==> src/rtl/led_chaser_game_n_if.sv <==
// ---------------------------------------------------------------------------
// led_chaser_game_n_if
// Player-side control bundle for the LED chaser core. The debounced button
// front-end drives it (master) and the game core consumes it (slave).
//   start_game   : level, begins/restarts a game from IDLE or GAME_OVER
//   button       : LED index the player is aiming at
//   button_valid : one-cycle strobe qualifying button
//   mode         : 0 = wrap, 1 = bounce; only looked at when a game starts
// ---------------------------------------------------------------------------
interface led_chaser_game_n_if #(
   parameter int BTN_W = 3
);
   logic             start_game;
   logic [BTN_W-1:0] button;
   logic             button_valid;
   logic             mode;

   modport master (output start_game, button, button_valid, mode);
   modport slave  (input  start_game, button, button_valid, mode);
endinterface

==> src/rtl/led_chaser_game_n.sv <==
// ---------------------------------------------------------------------------
// led_chaser_game_n
// LED chaser game core. One lit LED steps across NUM_LEDS positions (wrap or
// bounce). A press on the matching index scores a hit and speeds the game up;
// a wrong press or TIMEOUT_STEPS steps without a press costs a life. After a
// hit/miss a flash phase is shown, then play restarts from position 0.
// Ports:
//   i_clk, i_reset : clock, synchronous active-high reset
//   i_ctl          : player control bundle (start_game, button, valid, mode)
//   o_led          : LED drive (registered)
//   o_score        : saturating hit count
//   o_lives        : remaining lives
//   o_hit, o_miss  : one-cycle pulses on catch / miss
//   o_game_over    : high while in GAME_OVER
// ---------------------------------------------------------------------------
module led_chaser_game_n #(
   parameter  int NUM_LEDS      = 8,
   parameter  int BTN_W         = $clog2(NUM_LEDS),
   parameter  int INIT_PERIOD   = 16,
   parameter  int MIN_PERIOD    = 4,
   parameter  int PERIOD_STEP   = 2,
   parameter  int TIMEOUT_STEPS = 2*NUM_LEDS,
   parameter  int FLASH_CYCLES  = 8,
   parameter  int MAX_LIVES     = 3,
   parameter  int SCORE_W       = 8,
   localparam int LIVES_W       = $clog2(MAX_LIVES+1)
) (
   input  logic                 i_clk,
   input  logic                 i_reset,
   led_chaser_game_n_if.slave   i_ctl,
   output logic [NUM_LEDS-1:0]  o_led,
   output logic [SCORE_W-1:0]   o_score,
   output logic [LIVES_W-1:0]   o_lives,
   output logic                 o_hit,
   output logic                 o_miss,
   output logic                 o_game_over
);
   localparam int PW = $clog2(INIT_PERIOD+1);
   localparam int TW = $clog2(TIMEOUT_STEPS+1);
   localparam int FW = $clog2(FLASH_CYCLES+1);

   localparam logic [NUM_LEDS-1:0] LED_ONE    = NUM_LEDS'(1);
   localparam logic [BTN_W-1:0]    POS_LAST   = BTN_W'(NUM_LEDS-1);
   localparam logic [PW-1:0]       P_INIT     = PW'(INIT_PERIOD);
   localparam logic [PW-1:0]       P_MIN      = PW'(MIN_PERIOD);
   localparam logic [TW-1:0]       TO_MAX     = TW'(TIMEOUT_STEPS);
   localparam logic [FW-1:0]       FL_LAST    = FW'(FLASH_CYCLES-1);
   localparam logic [LIVES_W-1:0]  LIVES_INIT = LIVES_W'(MAX_LIVES);

   typedef enum logic [2:0] {
      S_IDLE, S_PLAY, S_HIT_FLASH, S_MISS_FLASH, S_GAME_OVER
   } state_t;

   state_t              r_state;
   logic [NUM_LEDS-1:0] r_led;
   logic [SCORE_W-1:0]  r_score;
   logic [LIVES_W-1:0]  r_lives;
   logic                r_hit, r_miss, r_game_over;
   logic                r_mode;
   logic [BTN_W-1:0]    r_pos;
   logic                r_dir;          // 0 = up, 1 = down
   logic [PW-1:0]       r_period;
   logic [PW-1:0]       r_step_cnt;
   logic [TW-1:0]       r_to_cnt;
   logic [FW-1:0]       r_flash_cnt;

   logic [BTN_W-1:0]    w_pos_adv;
   logic                w_dir_adv;
   logic                w_press_hit;
   logic                w_step_end;

   // Next position/direction if the LED steps this cycle. In bounce mode the
   // direction flips while leaving an end, so the end position is shown once.
   always_comb begin
      w_pos_adv = r_pos;
      w_dir_adv = r_dir;
      if (!r_mode) begin
         w_pos_adv = (r_pos == POS_LAST) ? '0 : r_pos + 1'b1;
      end else if (!r_dir) begin
         if (r_pos == POS_LAST) begin
            w_pos_adv = r_pos - 1'b1;
            w_dir_adv = 1'b1;
         end else begin
            w_pos_adv = r_pos + 1'b1;
         end
      end else begin
         if (r_pos == '0) begin
            w_pos_adv = r_pos + 1'b1;
            w_dir_adv = 1'b0;
         end else begin
            w_pos_adv = r_pos - 1'b1;
         end
      end
   end

   // Press is judged against the registered pos, before any same-edge step.
   // Out-of-range button values can never equal pos, so they miss naturally.
   assign w_press_hit = i_ctl.button_valid && (i_ctl.button == r_pos);
   assign w_step_end  = (r_step_cnt == r_period - PW'(1));

   always_ff @(posedge i_clk) begin
      if (i_reset) begin
         r_state     <= S_IDLE;
         r_led       <= '0;
         r_score     <= '0;
         r_lives     <= LIVES_INIT;
         r_hit       <= 1'b0;
         r_miss      <= 1'b0;
         r_game_over <= 1'b0;
         r_mode      <= 1'b0;
         r_pos       <= '0;
         r_dir       <= 1'b0;
         r_period    <= P_INIT;
         r_step_cnt  <= '0;
         r_to_cnt    <= '0;
         r_flash_cnt <= '0;
      end else begin
         r_hit  <= 1'b0;
         r_miss <= 1'b0;
         case (r_state)
            // Holding state: IDLE shows dark, GAME_OVER keeps all-on and the
            // final score/lives until a new game is requested.
            S_IDLE, S_GAME_OVER: begin
               if (i_ctl.start_game) begin
                  r_state     <= S_PLAY;
                  r_mode      <= i_ctl.mode;
                  r_score     <= '0;
                  r_lives     <= LIVES_INIT;
                  r_period    <= P_INIT;
                  r_pos       <= '0;
                  r_dir       <= 1'b0;
                  r_step_cnt  <= '0;
                  r_to_cnt    <= '0;
                  r_led       <= LED_ONE;
                  r_game_over <= 1'b0;
               end
            end
            S_PLAY: begin
               // A press wins over a same-edge timeout; with no press this
               // branch is the timeout miss.
               if (i_ctl.button_valid || (r_to_cnt == TO_MAX)) begin
                  r_flash_cnt <= '0;
                  r_to_cnt    <= '0;
                  r_led       <= '1;
                  if (w_press_hit) begin
                     r_hit   <= 1'b1;
                     r_state <= S_HIT_FLASH;
                     if (r_score != '1) r_score <= r_score + 1'b1;
                     if (int'(r_period) >= MIN_PERIOD + PERIOD_STEP)
                        r_period <= r_period - PW'(PERIOD_STEP);
                     else
                        r_period <= P_MIN;
                  end else begin
                     r_miss  <= 1'b1;
                     r_state <= S_MISS_FLASH;
                     if (r_lives != '0) r_lives <= r_lives - 1'b1;
                  end
               end else if (w_step_end) begin
                  r_step_cnt <= '0;
                  r_pos      <= w_pos_adv;
                  r_dir      <= w_dir_adv;
                  r_to_cnt   <= r_to_cnt + 1'b1;
                  r_led      <= LED_ONE << w_pos_adv;
               end else begin
                  r_step_cnt <= r_step_cnt + 1'b1;
               end
            end
            S_HIT_FLASH, S_MISS_FLASH: begin
               if (r_flash_cnt == FL_LAST) begin
                  if ((r_state == S_MISS_FLASH) && (r_lives == '0)) begin
                     r_state     <= S_GAME_OVER;
                     r_game_over <= 1'b1;
                     r_led       <= '1;
                  end else begin
                     r_state    <= S_PLAY;
                     r_pos      <= '0;
                     r_dir      <= 1'b0;
                     r_step_cnt <= '0;
                     r_to_cnt   <= '0;
                     r_led      <= LED_ONE;
                  end
               end else begin
                  r_flash_cnt <= r_flash_cnt + 1'b1;
                  // Miss flash blinks; it entered with all LEDs on.
                  if (r_state == S_MISS_FLASH) r_led <= ~r_led;
               end
            end
            default: r_state <= S_IDLE;
         endcase
      end
   end

   assign o_led       = r_led;
   assign o_score     = r_score;
   assign o_lives     = r_lives;
   assign o_hit       = r_hit;
   assign o_miss      = r_miss;
   assign o_game_over = r_game_over;
endmodule

==> src/flat_wrapper.sv <==
// flat-port wrapper written by rule: the top's interface ports become plain ports
module led_chaser_game_n_flat 
#(
   parameter  int NUM_LEDS      = 8,
   parameter  int BTN_W         = $clog2(NUM_LEDS),
   parameter  int INIT_PERIOD   = 16,
   parameter  int MIN_PERIOD    = 4,
   parameter  int PERIOD_STEP   = 2,
   parameter  int TIMEOUT_STEPS = 2*NUM_LEDS,
   parameter  int FLASH_CYCLES  = 8,
   parameter  int MAX_LIVES     = 3,
   parameter  int SCORE_W       = 8,
   localparam int LIVES_W       = $clog2(MAX_LIVES+1)
)
  (i_clk, i_reset, o_led, o_score, o_lives, o_hit, o_miss, o_game_over, i_ctl_start_game, i_ctl_button, i_ctl_button_valid, i_ctl_mode);
  led_chaser_game_n_if #(.BTN_W(BTN_W)) i_ctl_i ();
  input  logic i_clk;
  input  logic i_reset;
  output logic [NUM_LEDS-1:0] o_led;
  output logic [SCORE_W-1:0] o_score;
  output logic [LIVES_W-1:0] o_lives;
  output logic o_hit;
  output logic o_miss;
  output logic o_game_over;
  input wire logic [$bits(i_ctl_i.start_game)-1:0] i_ctl_start_game;
  input wire logic [$bits(i_ctl_i.button)-1:0] i_ctl_button;
  input wire logic [$bits(i_ctl_i.button_valid)-1:0] i_ctl_button_valid;
  input wire logic [$bits(i_ctl_i.mode)-1:0] i_ctl_mode;
  assign i_ctl_i.start_game = i_ctl_start_game;
  assign i_ctl_i.button = i_ctl_button;
  assign i_ctl_i.button_valid = i_ctl_button_valid;
  assign i_ctl_i.mode = i_ctl_mode;
  led_chaser_game_n #(.NUM_LEDS(NUM_LEDS), .BTN_W(BTN_W), .INIT_PERIOD(INIT_PERIOD), .MIN_PERIOD(MIN_PERIOD), .PERIOD_STEP(PERIOD_STEP), .TIMEOUT_STEPS(TIMEOUT_STEPS), .FLASH_CYCLES(FLASH_CYCLES), .MAX_LIVES(MAX_LIVES), .SCORE_W(SCORE_W)) u_core (.i_clk(i_clk), .i_reset(i_reset), .i_ctl(i_ctl_i), .o_led(o_led), .o_score(o_score), .o_lives(o_lives), .o_hit(o_hit), .o_miss(o_miss), .o_game_over(o_game_over));
endmodule
==> config.mk <==
export PLATFORM = sky130hd
export DESIGN_NAME = led_chaser_game_n_flat
export DESIGN_NICKNAME = d
export VERILOG_FILES = /design/src/rtl/led_chaser_game_n_if.sv /design/src/rtl/led_chaser_game_n.sv /design/src/flat_wrapper.sv
export SDC_FILE = /design/constraint.sdc
export NUM_CORES = 1
export LEC_CHECK = 0
export BUFFER_PORTS_ARGS = -buffer_cell sky130_fd_sc_hd__buf_2
export CAP_MARGIN = 20
export CORE_MARGIN = 10
export CORE_UTILIZATION = 50
export DETAILED_ROUTE_END_ITERATION = 7
export PLACE_DENSITY_LB_ADDON = 0.3
export REMOVE_ABC_BUFFERS = 1
export SYNTH_ARGS = -nofsm -noshare
export SYNTH_HDL_FRONTEND = slang
export SYNTH_SLANG_ARGS = --single-unit
==> constraint.sdc <==
create_clock -name i_clk -period 5.8 [get_ports i_clk]
set_clock_uncertainty 0.2 [all_clocks]
set_input_delay 0.87 -clock i_clk [delete_from_list [all_inputs] [get_ports i_clk]]
set_output_delay 0.87 -clock i_clk [all_outputs]
set_load 0.01 [all_outputs]
======== Word level (Yosys, flattened, before mapping) ========
Index checks and enable logic that the tools add are counted.
W data, S select, Z words.
operators by class
  add/sub/neg operators ................... 9
  order comparisons ....................... 1
  equality and inequality tests ........... 25
  shifts and indexed selects .............. 1
  muxes and demuxes ....................... 66
  bitwise logic cells ..................... 3
  reduce and logical (&&, ||, !) cells .... 26
operators by type and width
  kind                   number
  $mux W8                10
  $mux W5                11
  $mux W3                14
  $pmux W5 S3            2
  $pmux W8 S3            1
  $reduce_and A5 Y1      4
  $pmux W3 S3            2
  $ne A2 B1 Y1 const B   8
  $pmux W8 S2            1
  $mux W1                14
  $reduce_and A4 Y1      3
  $add A5 B1 Y5 const B  2
  $ne A2 B2 Y1 const B   5
  $pmux W5 S2            1
  $add A8 B1 Y8 const B  1
  $mux W2                4
  $mux W4                2
  $ne A8 B8 Y1 const B   1
  $not A8 Y8             1
  $pmux W4 S2            1
  $reduce_bool A2 Y1     4
  $shl A1 B3 Y8 const A  1
  $reduce_and A7 Y1      1
  $eq A3 B2 Y1 const B   2
  28 further kinds       35
word-level totals
  register bits ........................... 48
  input bits .............................. 8
  logic and storage cells ................. 145

======== Logic depth before layout (Yosys ltp) ========
Gate-level depths: netlist (run 1).
  word-level depth ........................ 8
  gate-level depth with buffers ........... 8
  gate-level depth less buffers ........... 7

======== Least setup slack after synthesis (run 1) ========
No wires, ideal clock.
  kind .................................... input port to flip-flop
  start ................................... input i_ctl_start_game
  end ..................................... register u_core.r_to_cnt[3]
  arrival time ............................ 2191 ps
  data required time ...................... 5529 ps
  path slack .............................. 3338 ps
  stages on the path ...................... 6
  path through ............................ or3b_1 -> buf_2 -> o21ai_2 -> nand2_2 -> or4_1 -> a21oi_1
between the ends
  longest elaborated chain between the ends .. 2
RTL lines
  item                         line                      source
  start: declaration           flat_wrapper.sv:25        input wire logic [$bits(i_ctl_i.start_game)-1:0] i_ctl_start_game;
  $ne A2 B2 Y1 (no line)       --
  $reduce_and A5 Y1 (no line)  --
  end signal: assignment       led_chaser_game_n.sv:162  r_to_cnt <= r_to_cnt + 1'b1;
  end: declaration             led_chaser_game_n.sv:64   logic [TW-1:0] r_to_cnt;
Every way passes these cells.
A chain may end at the register's enable or synchronous reset.

======== Worst setup path in the final report (run 1) ========
  start ................................... register u_core.r_state[0]
  end ..................................... register u_core.r_score[3], in the netlist u_core.o_score[3]
between the ends
  longest elaborated chain between the ends .. 4
RTL lines
  item                                                                 line                      source
  start: declaration                                                   led_chaser_game_n.sv:54   state_t r_state;
  start signal: assignment                                             led_chaser_game_n.sv:103  r_state <= S_IDLE;
  start signal: assignment                                             led_chaser_game_n.sv:125  r_state <= S_PLAY;
  start signal: assignment                                             led_chaser_game_n.sv:147  r_state <= S_HIT_FLASH;
  $eq A3 B3 Y1 / $logic_not A3 Y1 (equally long branches)              led_chaser_game_n.sv:120  case (r_state)
  $reduce_or A2 Y1                                                     led_chaser_game_n.sv:120
  $ne A2 B2 Y1 (no line) / $reduce_bool A2 Y1 (equally long branches)  --
  $reduce_and A5 Y1 (no line)                                          --
  end signal: assignment                                               led_chaser_game_n.sv:148  if (r_score != '1) r_score <= r_score + 1'b1;
  end: declaration                                                     led_chaser_game_n.sv:56   logic [SCORE_W-1:0] r_score;
Several ways; a longest one is shown, not always the timed one.

==> results of run 1 <==
## worst min path at each step
stage,end,slack [ns],cells past startpoint
2_1_floorplan,u_core.r_to_cnt[4],0.25,2
3_3_place_gp,u_core.o_game_over,0.26,2
3_5_place_dp,u_core.o_game_over,0.26,2
4_1_cts,u_core.o_game_over,0.27,2
5_1_grt,u_core.o_game_over,0.30,2
6_report,u_core.o_game_over,0.27,2
## cell type report
| cell class | instances | share of cell area [%] |
|---|---|---|
| Tap cell | 72 | 2.97 |
| Multi-Input combinational cell | 251 | 56.1 |
| Inverter | 15 | 1.86 |
| Clock inverter | 1 | 0.990 |
| Clock buffer | 6 | 2.39 |
| Sequential cell | 47 | 31.0 |
| Timing Repair Buffer | 28 | 4.62 |
## state kept, by name, indices dropped and copies added, names as in the netlist
register	count
u_core.r_period	4
u_core.o_miss	1
u_core.r_flash_cnt	4
u_core.o_hit	1
u_core.r_step_cnt	5
u_core.r_state	3
u_core.r_pos	3
u_core.o_game_over	1
u_core.r_mode	1
u_core.r_to_cnt	5
u_core.o_lives	2
u_core.o_score	8
u_core.o_led	8
u_core.r_dir	1
## synth_stat cells, drive strengths merged (2+ instances only)
master | n | area [sq um]
o32ai | 4 | 35.0
nor2 | 13 | 48.8
or4 | 6 | 45.0
o31a | 2 | 18.8
nand2 | 18 | 70.1
dfxtp | 47 | 941
or3 | 4 | 25.0
o21ai | 16 | 87.6
or3b | 2 | 20.0
o31ai | 6 | 50.1
buf | 7 | 47.5
clkbuf | 10 | 37.5
nand4 | 10 | 62.6
a21o | 4 | 31.3
nor4b | 2 | 17.5
o21a | 3 | 22.5
xor2 | 7 | 61.3
inv | 15 | 56.3
mux2i | 4 | 40.0
nor3 | 17 | 108
a311oi | 8 | 76.3
and2 | 7 | 43.8
nor2b | 4 | 25.0
and3 | 6 | 37.5
ha | 13 | 163
nand3 | 20 | 100
o211ai | 6 | 45.0
xnor2 | 9 | 78.8
nand3b | 4 | 30.0
a21oi | 35 | 179
a31oi | 3 | 18.8
## cell families after synthesis
group / count (synthesis) / share of synthesized area (%)
AND/OR/NAND/NOR: 121 / 25.4
flip-flops: 47 / 33.8
multiplexers: 4 / 1.44
XOR/XNOR: 16 / 5.03
buffers and inverters: 32 / 5.08
adder cells (fa/ha/maj): 13 / 5.84
AO/OA/AOI/OAI: 97 / 23.4
## stage by stage
step | total power, mW | worst slack, ns | util, % | hold WS, ns
global route | 0.793 | 2.65 | 55.8 | 0.295
finish | 0.755 | 2.91 | 55.8 | 0.272
detailed placement | 0.523 | 2.97 | 53.9 | 0.259
floorplan | 0.475 | 3.35 | - | 0.248
global placement | 0.522 | 3.03 | 53.9 | 0.261
CTS | 0.760 | 2.94 | 55.8 | 0.271
## critical path: stages (launching register included)
cell,delay (ns)
sky130_fd_sc_hd__dfxtp_1,0.46
sky130_fd_sc_hd__nor3b_2,0.73
sky130_fd_sc_hd__o21a_1,0.52
sky130_fd_sc_hd__nor2_1,0.25
sky130_fd_sc_hd__or4_1,0.50
sky130_fd_sc_hd__a21oi_1,0.16
## power by group
group          leakage (nW)  internal (mW)  total (mW)  switching, mW
registers             0.381          0.338       0.356         0.0180
logic                 0.694         0.0577       0.161          0.104
clock network        0.0513          0.127       0.237          0.111
total                  1.13          0.522       0.755          0.232
## metal layers
metal | part of all wire [%] | vias up
met5 | 0 | -
met4 | 2.1 | 0
met3 | 5.0 | 10
met2 | 46 | 50
met1 | 47 | 1213
li1 | - | 1278
## cells in the final DEF, fill, tap and decap left out, types with 10 or more instances in the layout
cell type and count:
sky130_fd_sc_hd__a21oi_1 34, sky130_fd_sc_hd__nor3_1 15, sky130_fd_sc_hd__inv_1 15, sky130_fd_sc_hd__ha_1 13, sky130_fd_sc_hd__o21ai_0 14, sky130_fd_sc_hd__buf_2 28, sky130_fd_sc_hd__nand4_1 10, sky130_fd_sc_hd__dfxtp_1 47
sky130_fd_sc_hd__nand3_1 20, sky130_fd_sc_hd__nor2_1 13, sky130_fd_sc_hd__nand2_1 17
==> results.ini, run 1 <==
[floorplan]
placement_rows=27
boundary_pins=29
die-width_microns=94.6
floorplan.die.height_microns=94.6
initial_core_util_pct=51.2
die_area_sq_um=8960
floorplan.core_area_sq_um=5440

[drt]
routed_wirelength_microns=6680
drt_first_iter_violations=110
routedWlPerCell_microns=15.9
detail_route.drc_violations=0
via_per_inst=6.07
drt-pass1-iter-count=4
vias=2551
detail-route-antenna-nets=0

[grt]
grt_max_degree=36
busiest_layer=met2
met1_usage_pct=18.9
grt_util_all_layers_pct=15.1
global_route.usage.met2_pct=24.2
globalRouteMet3Util_pct=3.65
grt_first_pass_wirelength_microns=11100
overflow_left_after_global_routing=0
initial_antenna_violation_count=0
vias_in_the_first_global_route=2397

[timing]
fmax_achieved_mhz=346
hold_viol=0
max_slew.worst_pin.slew_ns=0.822
timing.setup.tns_ns=0
finalCriticalPeriod_ns=2.89
timing.final.crit_share_pct=49.9
rsz0062_at_grt=false
slew_violations=0
slew-limit-headroom_pct=45.0
finalSetupViolations=0

[placement]
dpl.cell_count=413
dp.final_hpwl_microns=4760
gp_weighted_congestion=0.874
io_buffers=28
placedInstanceArea_sq_um=2930

[critical_path]
startpoint_of_the_worst_register_to_register_path=u_core.r_state[0]
worst-r2r-setup-slack_ns=2.91
worst-endpoint-arrival_ns=2.93
timing.setup.critical_path_class=reg -> reg
critical_path_required_ns=5.84
worst_setup_path_start_kind=register
crit_path_start=u_core.r_state[0]
worst_path_maximum_fanout=14
rr_endpoint=u_core.o_score[3]
crit_path_end=u_core.o_score[3]
end_kind=register
worst_r2r_path_depth=5

[logic_synthesis]
synth_ff_type=sky130_fd_sc_hd__dfxtp_1
syn_area_per_cell_sq_um=8.44
synthesis.instances=330
post_syn_area_sq_um=2790
synth-edff-count=0
synth.ff_latch_count=47
yosys_warnings=0
seq_area_frac_synth_pct=33.8
asyncSetResetFlopFracSynth_pct=0
post_synth_num_cell_types=59

[clocking]
total_number_of_h_tree_levels=2
clock_path_buffers=2
tritoncts.num_buffers=5
cts.sinks=47
clock_insertion_delay_worst_skew_ns=0.31
post_cts.resized_instances=0
cts_setup_buffers=0
tritoncts=yes
clk_root_buf=sky130_fd_sc_hd__clkbuf_8
worst_setup_hold_path_clk_slew_ns=0.09
cts_hold_buffers=0

[cells_and_area]
num-fill-cells=533
multi_input_comb_area_sq_um=1700
layout.area.seq_sq_um=941
syn_to_final_growth_pct=8.89
final_nets=369
layoutNonFillerInstCount=420
design_area_sq_um=3030
layout-drive-gt1-share_pct=14.1
antenna-diode-count=0

[outcome]
status=finished, final reports clean

[flow_run]
drv_cap=0

[hold_path]
hp-class=reg -> reg
timing.hold.worst.start=u_core.o_game_over

[power]
p_leak_nw=1.13
power_density_nw_per_um2=249
peak_vdd_ir_v=0.000115

Power figures use the tool's default switching activity.
==> run 2: changes to the inputs <==
- ABC_AREA: unset -> 1
- clock period: 5.8 -> 3 ns (I/O delays scaled with it)
==> run 2 against run 1 <==
Effect of this change: maximum frequency rose by 31%; largest power group is now combinational logic; highest routed layer unchanged; utilization grew 0.65 points; sequential power is 130% higher; synthesized area rose by 11%; first-iteration DRC count up 4.5%; sequential share of layout area decreased by 3.0 points; largest cell class unchanged; clock power increased by 62%; synthesized cell count grew 37%.
==> results.ini, run 2 <==
[clocking]
tritoncts.num_buffers=5  ; unchanged
clock_path_buffers=2  ; unchanged
clk_root_buf=sky130_fd_sc_hd__clkbuf_8
tritoncts=yes
clock_insertion_delay_worst_skew_ns=0.30  ; about the same
cts.sinks=47  ; unchanged
worst_setup_hold_path_clk_slew_ns=0.08  ; about the same
post_cts.resized_instances=0  ; unchanged
total_number_of_h_tree_levels=2  ; unchanged
cts_hold_buffers=0  ; unchanged
cts_setup_buffers=0  ; unchanged

[flow_run]
drv_cap=0  ; unchanged

[logic_synthesis]
yosys-top-cells-area=sky130_fd_sc_hd__dfxtp_1, sky130_fd_sc_hd__nand2_1, sky130_fd_sc_hd__nand3_1, sky130_fd_sc_hd__inv_1, sky130_fd_sc_hd__nor2_1
seq_area_frac_synth_pct=30.4  ; -3.4 points
synth_common_cells=sky130_fd_sc_hd__nand2_1, sky130_fd_sc_hd__dfxtp_1, sky130_fd_sc_hd__inv_1, sky130_fd_sc_hd__nor2_1, sky130_fd_sc_hd__nand3_1
yosys.cell_count.top_type=sky130_fd_sc_hd__nand2_1
yosys_warnings=0  ; unchanged
synth_ff_type=sky130_fd_sc_hd__dfxtp_1
post_synth_num_cell_types=39  ; -34%
synth.ff_latch_count=47  ; unchanged
asyncSetResetFlopFracSynth_pct=0  ; unchanged
synthesis.instances=452  ; +37%
synth-edff-count=0  ; unchanged
post_syn_area_sq_um=3090  ; +11%
syn_area_per_cell_sq_um=6.85  ; -19%
synth_top_cell_by_area=sky130_fd_sc_hd__dfxtp_1
fraction_of_post_synthesis_cell_area_in_the_top_cell_type_by_area_pct=30.4  ; -3.4 points

[grt]
initial_antenna_violation_count=0  ; unchanged
vias_in_the_first_global_route=2775  ; +16%
grt_max_degree=26  ; -28%
grt_util_all_layers_pct=14.3  ; -0.77 points
overflow_left_after_global_routing=0  ; unchanged
grt_first_pass_wirelength_microns=12100  ; +8.2%

[drt]
drt-pass1-iter-count=4  ; unchanged
detail_route.drc_violations=0  ; unchanged
via_per_inst=5.15  ; -15%
drt_first_iter_violations=115  ; +4.5%
vias=2854  ; +12%
routedWlPerCell_microns=12.6  ; -21%
routed_wirelength_microns=6990  ; +4.7%
detail-route-antenna-nets=0  ; unchanged

[timing]
hold_viol=0  ; unchanged
timing.setup.tns_ns=0  ; unchanged
max_slew.worst_pin.slew_ns=0.379  ; -0.443 ns
rsz0062_at_grt=false
slew_violations=0  ; unchanged
fmax_achieved_mhz=454  ; +31%
finalCriticalPeriod_ns=2.20  ; -0.688 ns
finalSetupViolations=0  ; unchanged
timing.final.crit_share_pct=73.4  ; +24 points
setup_slack_ns=0.797  ; -2.11 ns
slew-limit-headroom_pct=74.7  ; +30 points

[critical_path]
critical_path_required_ns=3.04  ; -2.80 ns
worst-endpoint-arrival_ns=2.24  ; -0.69 ns
worst_path_maximum_fanout=11  ; -3
end_kind=register
worst_setup_path_start_kind=register
timing.setup.critical_path_class=reg -> reg

[floorplan]
placement_rows=28  ; +3.7%
initial_core_util_pct=52.0  ; +0.75 points
die_area_sq_um=9730  ; +8.7%
boundary_pins=29  ; unchanged
floorplan.core_area_sq_um=5960  ; +9.5%
die-width_microns=98.7  ; +4.3%
floorplan.die.height_microns=98.7  ; +4.3%

[cells_and_area]
design_area_sq_um=3360  ; +11%
syn_to_final_growth_pct=8.57
antenna-diode-count=0  ; unchanged
most-common-layout-cells=sky130_fd_sc_hd__nand2_1, sky130_fd_sc_hd__dfxtp_1, sky130_fd_sc_hd__inv_1, sky130_fd_sc_hd__nor2_1, sky130_fd_sc_hd__nand3_1
layout-drive-gt1-share_pct=16.5  ; +2.4 points
final_nets=500  ; +36%
layout_commonest_cell=sky130_fd_sc_hd__nand2_1

[power]
p_leak_nw=1.59  ; +41%
power_density_nw_per_um2=673  ; +170%
report.power.total_mw=2.26  ; +200%
peak_vdd_ir_v=0.000346  ; +200%

[placement]
dp.final_hpwl_microns=5280  ; +11%
gp_weighted_congestion=0.839  ; -3.9%
placedInstanceArea_sq_um=3270  ; +12%
dp_slack_ns=0.802  ; -2.16 ns
io_buffers=28  ; unchanged

[hold_path]
hp-class=in -> reg

[outcome]
status=finished, final reports clean

==> run 2: cell count changes in the layout (fill, tap and decap cells not counted), sizes merged, moves of 7 or more <==
cell and delta:
inv +41, nand2 +115, nand3 +27, and2 -7, nor2 +40, a311oi -8
==> run 2: stage by stage <==
step	hold slack (ns)	cells	utilization, %
after floorplan	0.252	442	-
after global placement	0.265	547	54.9
after detailed placement	0.271	547	54.9
after CTS	0.250	554	56.4
after global routing	0.300	554	56.4
final	0.259	554	56.4
==> run 2: cell families after synthesis <==
kind of cell,after synthesis,share of synthesized area [%]
simple gates,258,41.9
compound gates,56,9.79
fa+ha+maj,13,5.26
flops,47,30.4
buf+inv,67,9.54
xor+xnor,11,3.11
==> run 2: metal layers <==
metal	global-route usage [%]	part of all wire, %	up-vias
met4	4.41	1.3	0
met3	3.49	4.0	9
met5	0	0	-
met1	16.7	46	1301
met2	25.2	48	43
li1	-	-	1501
==> run 2: cell type report <==
type / instances / area (sq um)
sequential: 47 / 941
tap: 75 / 93.8
clock buffer: 6 / 82.6
clock inverter: 1 / 5.00
inverter: 57 / 224
fill: 595 / 2600
multi-input combinational: 338 / 1860
timing repair buffer: 30 / 155
==> run 2: worst max-delay path, stage by stage (launching register included) <==
cell and delay, ns:
sky130_fd_sc_hd__dfxtp_1 0.43, sky130_fd_sc_hd__inv_2 0.09, sky130_fd_sc_hd__ha_1 0.31, sky130_fd_sc_hd__xor2_1 0.15
sky130_fd_sc_hd__nand2_1 0.07, sky130_fd_sc_hd__nor2_2 0.15, sky130_fd_sc_hd__nand2_4 0.10, sky130_fd_sc_hd__nand2_4 0.10
sky130_fd_sc_hd__nand2_1 0.24, sky130_fd_sc_hd__nand2_1 0.14, sky130_fd_sc_hd__nand2_1 0.06, sky130_fd_sc_hd__nor2_1 0.11
==> run 2: path summary, 6_finish.rpt <==
path / startpoint / slack (ns) / endpoint / depth (start not counted)
setup / recovery: u_core.r_period[1] / 0.80 / u_core.o_led[3] / 11
hold / removal: i_ctl_mode / 0.26 / u_core.r_mode / 3
setup reg to reg: u_core.r_period[1] / 0.80 / u_core.o_led[3] / 11
hold reg to reg: u_core.o_led[7] / 0.29 / u_core.o_led[7] / 2
==> run 2: power by group <==
part           total (mW)  internal, mW  switching, mW  leakage, nW
Clock               0.383         0.181          0.202       0.0470
Sequential          0.817         0.722         0.0950        0.383
Combinational        1.06         0.352          0.709         1.16
Total                2.26          1.26           1.01         1.59
==> run 3: changes to the inputs <==
- clock period: 3 -> 1.95 ns (I/O delays scaled with it)
==> run 3 against run 2 <==
Effect of this change: first-iteration DRC count rose by 4.3%; worst hold slack worse by 0.17 ns; sequential power is 54% higher; critical path depth unchanged; cell area is 9.6% higher; register-to-register slack lost 0.73 ns; final cell count rose by 4.0%; via count is 3.7% higher; maximum frequency up 17%; critical path type unchanged; largest cell class unchanged; highest routed layer unchanged.
==> results.ini, run 3 (synthesis gave the netlist of run 2 again) <==
[outcome]
status=finished, final reports clean

[grt]
overflow_left_after_global_routing=0  ; unchanged
grt_first_pass_wirelength_microns=12500  ; +3.8%
initial_antenna_violation_count=0  ; unchanged
grt_util_all_layers_pct=14.9  ; +0.51 points
grt_max_degree=26  ; unchanged
vias_in_the_first_global_route=2792  ; +0.61%

[power]
p_leak_nw=1.73  ; +8.5%
report.power.total_mw=3.92  ; +73%
power_density_nw_per_um2=1060  ; +58%
peak_vdd_ir_v=0.000540  ; +56%

[critical_path]
worst-endpoint-arrival_ns=1.87  ; -0.37 ns
timing.setup.critical_path_class=reg -> reg
critical_path_required_ns=1.94  ; -1.10 ns
worst-r2r-setup-slack_ns=0.06  ; -0.73 ns
worst_path_maximum_fanout=6  ; -5
worst_setup_path_start_kind=register
end_kind=register

[flow_run]
drv_cap=0  ; unchanged

[clocking]
clk_root_buf=sky130_fd_sc_hd__clkbuf_8
worst_setup_hold_path_clk_slew_ns=0.09  ; about the same
tritoncts=yes
clock_insertion_delay_worst_skew_ns=0.30  ; about the same
clock_path_buffers=2  ; unchanged
total_number_of_h_tree_levels=2  ; unchanged
cts_hold_buffers=0  ; unchanged
tritoncts.num_buffers=5  ; unchanged
cts.sinks=47  ; unchanged

[drt]
detail_route.drc_violations=0  ; unchanged
drt-pass1-iter-count=7  ; +3
detail-route-antenna-nets=0  ; unchanged
via_per_inst=5.14  ; -0.28%
vias=2959  ; +3.7%
routed_wirelength_microns=7270  ; +3.9%
routedWlPerCell_microns=12.6  ; about the same
drt_first_iter_violations=120  ; +4.3%

[timing]
finalCriticalPeriod_ns=1.89  ; -0.318 ns
timing.final.crit_share_pct=96.7  ; +23 points
max_slew.worst_pin.slew_ns=0.304  ; -0.0748 ns
slew_violations=0  ; unchanged
fmax_achieved_mhz=530  ; +17%
hold_viol=0  ; unchanged
timing.setup.tns_ns=0  ; unchanged
slew-limit-headroom_pct=79.5  ; +4.8 points
finalSetupViolations=0  ; unchanged

[floorplan]
boundary_pins=29  ; unchanged
initial_core_util_pct=52.0  ; unchanged
floorplan.core_area_sq_um=5960  ; unchanged
floorplan.die.height_microns=98.7  ; unchanged
placement_rows=28  ; unchanged
die-width_microns=98.7  ; unchanged
die_area_sq_um=9730  ; unchanged

[hold_path]
hp-class=in -> reg

[cells_and_area]
final_nets=522  ; +4.4%
antenna-diode-count=0  ; unchanged
most-common-layout-cells=sky130_fd_sc_hd__nand2_1, sky130_fd_sc_hd__inv_1, sky130_fd_sc_hd__nand3_1, sky130_fd_sc_hd__nor2_1, sky130_fd_sc_hd__dfxtp_1
syn_to_final_growth_pct=19.0
num-fill-cells=541  ; -9.1%
multi_input_comb_area_sq_um=1970  ; +6.1%
layout.area.seq_sq_um=955  ; +1.5%
layoutNonFillerInstCount=576  ; +4.0%
layout_commonest_cell=sky130_fd_sc_hd__nand2_1
layout-drive-gt1-share_pct=26.1  ; +9.7 points

[placement]
dpl.cell_count=564  ; +3.1%
io_buffers=28  ; unchanged
dp.final_hpwl_microns=5530  ; +4.6%
gp_weighted_congestion=0.851  ; +1.4%

[run 3: changes by cell type in the layout (fill, tap and decap cells not counted), moves of 5 or more]
cell | previous run | this run
sky130_fd_sc_hd__nand2_1 | 115 | 109
sky130_fd_sc_hd__buf_4 | 2 | 23
sky130_fd_sc_hd__dfxtp_2 | 0 | 8
sky130_fd_sc_hd__dfxtp_1 | 47 | 38
sky130_fd_sc_hd__nor2_1 | 46 | 41
[run 3: final timing paths]
| check | cells past startpoint | endpoint | startpoint |
|---|---|---|---|
| setup / recovery | 11 | u_core.r_pos[0] | u_core.r_period[2] |
| hold / removal | 3 | u_core.r_mode | i_ctl_mode |
| setup reg to reg | 11 | u_core.r_pos[0] | u_core.r_period[2] |
| hold reg to reg | 2 | u_core.o_game_over | u_core.o_game_over |
[run 3: area by class of cell]
class	count	area share, %
multi-input cells	338	53.5
clock buffers	6	1.97
clock inverters	1	0.815
flip-flops and latches	47	25.9
repair buffers	52	9.04
well taps	75	2.55
inverters	57	6.22
[run 3: through the flow]
step           area (sq um)  hold slack, ns  worst slack, ns  utilization [%]
2_1_floorplan          3020           0.162          0.00628                -
3_3_place_gp           3410           0.257           0.0205             57.3
3_5_place_dp           3410           0.254          -0.0425             57.3
4_1_cts                3520          0.0802           0.0126             59.1
5_1_grt                3680          0.0928         -0.00645             61.8
6_report               3680          0.0856           0.0642             61.8
[run 3: power by group]
part,switching [mW],total [mW],leakage (nW),internal [mW]
logic,1.20,1.95,1.29,0.747
registers,0.134,1.26,0.387,1.12
clock network,0.330,0.707,0.0513,0.376
[run 3: timing repair]
action | in CTS | in global routing
setup endpoints to repair | 10 | 36
gates resized for setup | 2 | 40
pin swaps | 0 | 7
cloned | 0 | 0
buffers inserted | 0 | 5
[run 3: critical path: stages (launching register included)]
cell                      delay (ns)
sky130_fd_sc_hd__dfxtp_2        0.36
sky130_fd_sc_hd__inv_4          0.05
sky130_fd_sc_hd__ha_4           0.26
sky130_fd_sc_hd__xor2_1         0.15
sky130_fd_sc_hd__nand2_1        0.08
sky130_fd_sc_hd__nor2_2         0.13
sky130_fd_sc_hd__nand2_4        0.09
sky130_fd_sc_hd__buf_4          0.16
sky130_fd_sc_hd__nand2_8        0.07
sky130_fd_sc_hd__nand2_4        0.06
sky130_fd_sc_hd__nand2_4        0.09
sky130_fd_sc_hd__a21oi_1        0.07
[run 3: layer usage]
metal | track usage, % | vias up | part of all wire (%)
met1 | 18.2 | 1342 | 45
li1 | - | 1553 | -
met3 | 3.28 | 13 | 4.5
met4 | 6.28 | 0 | 2.2
met5 | 0 | - | 0
met2 | 24.4 | 51 | 49
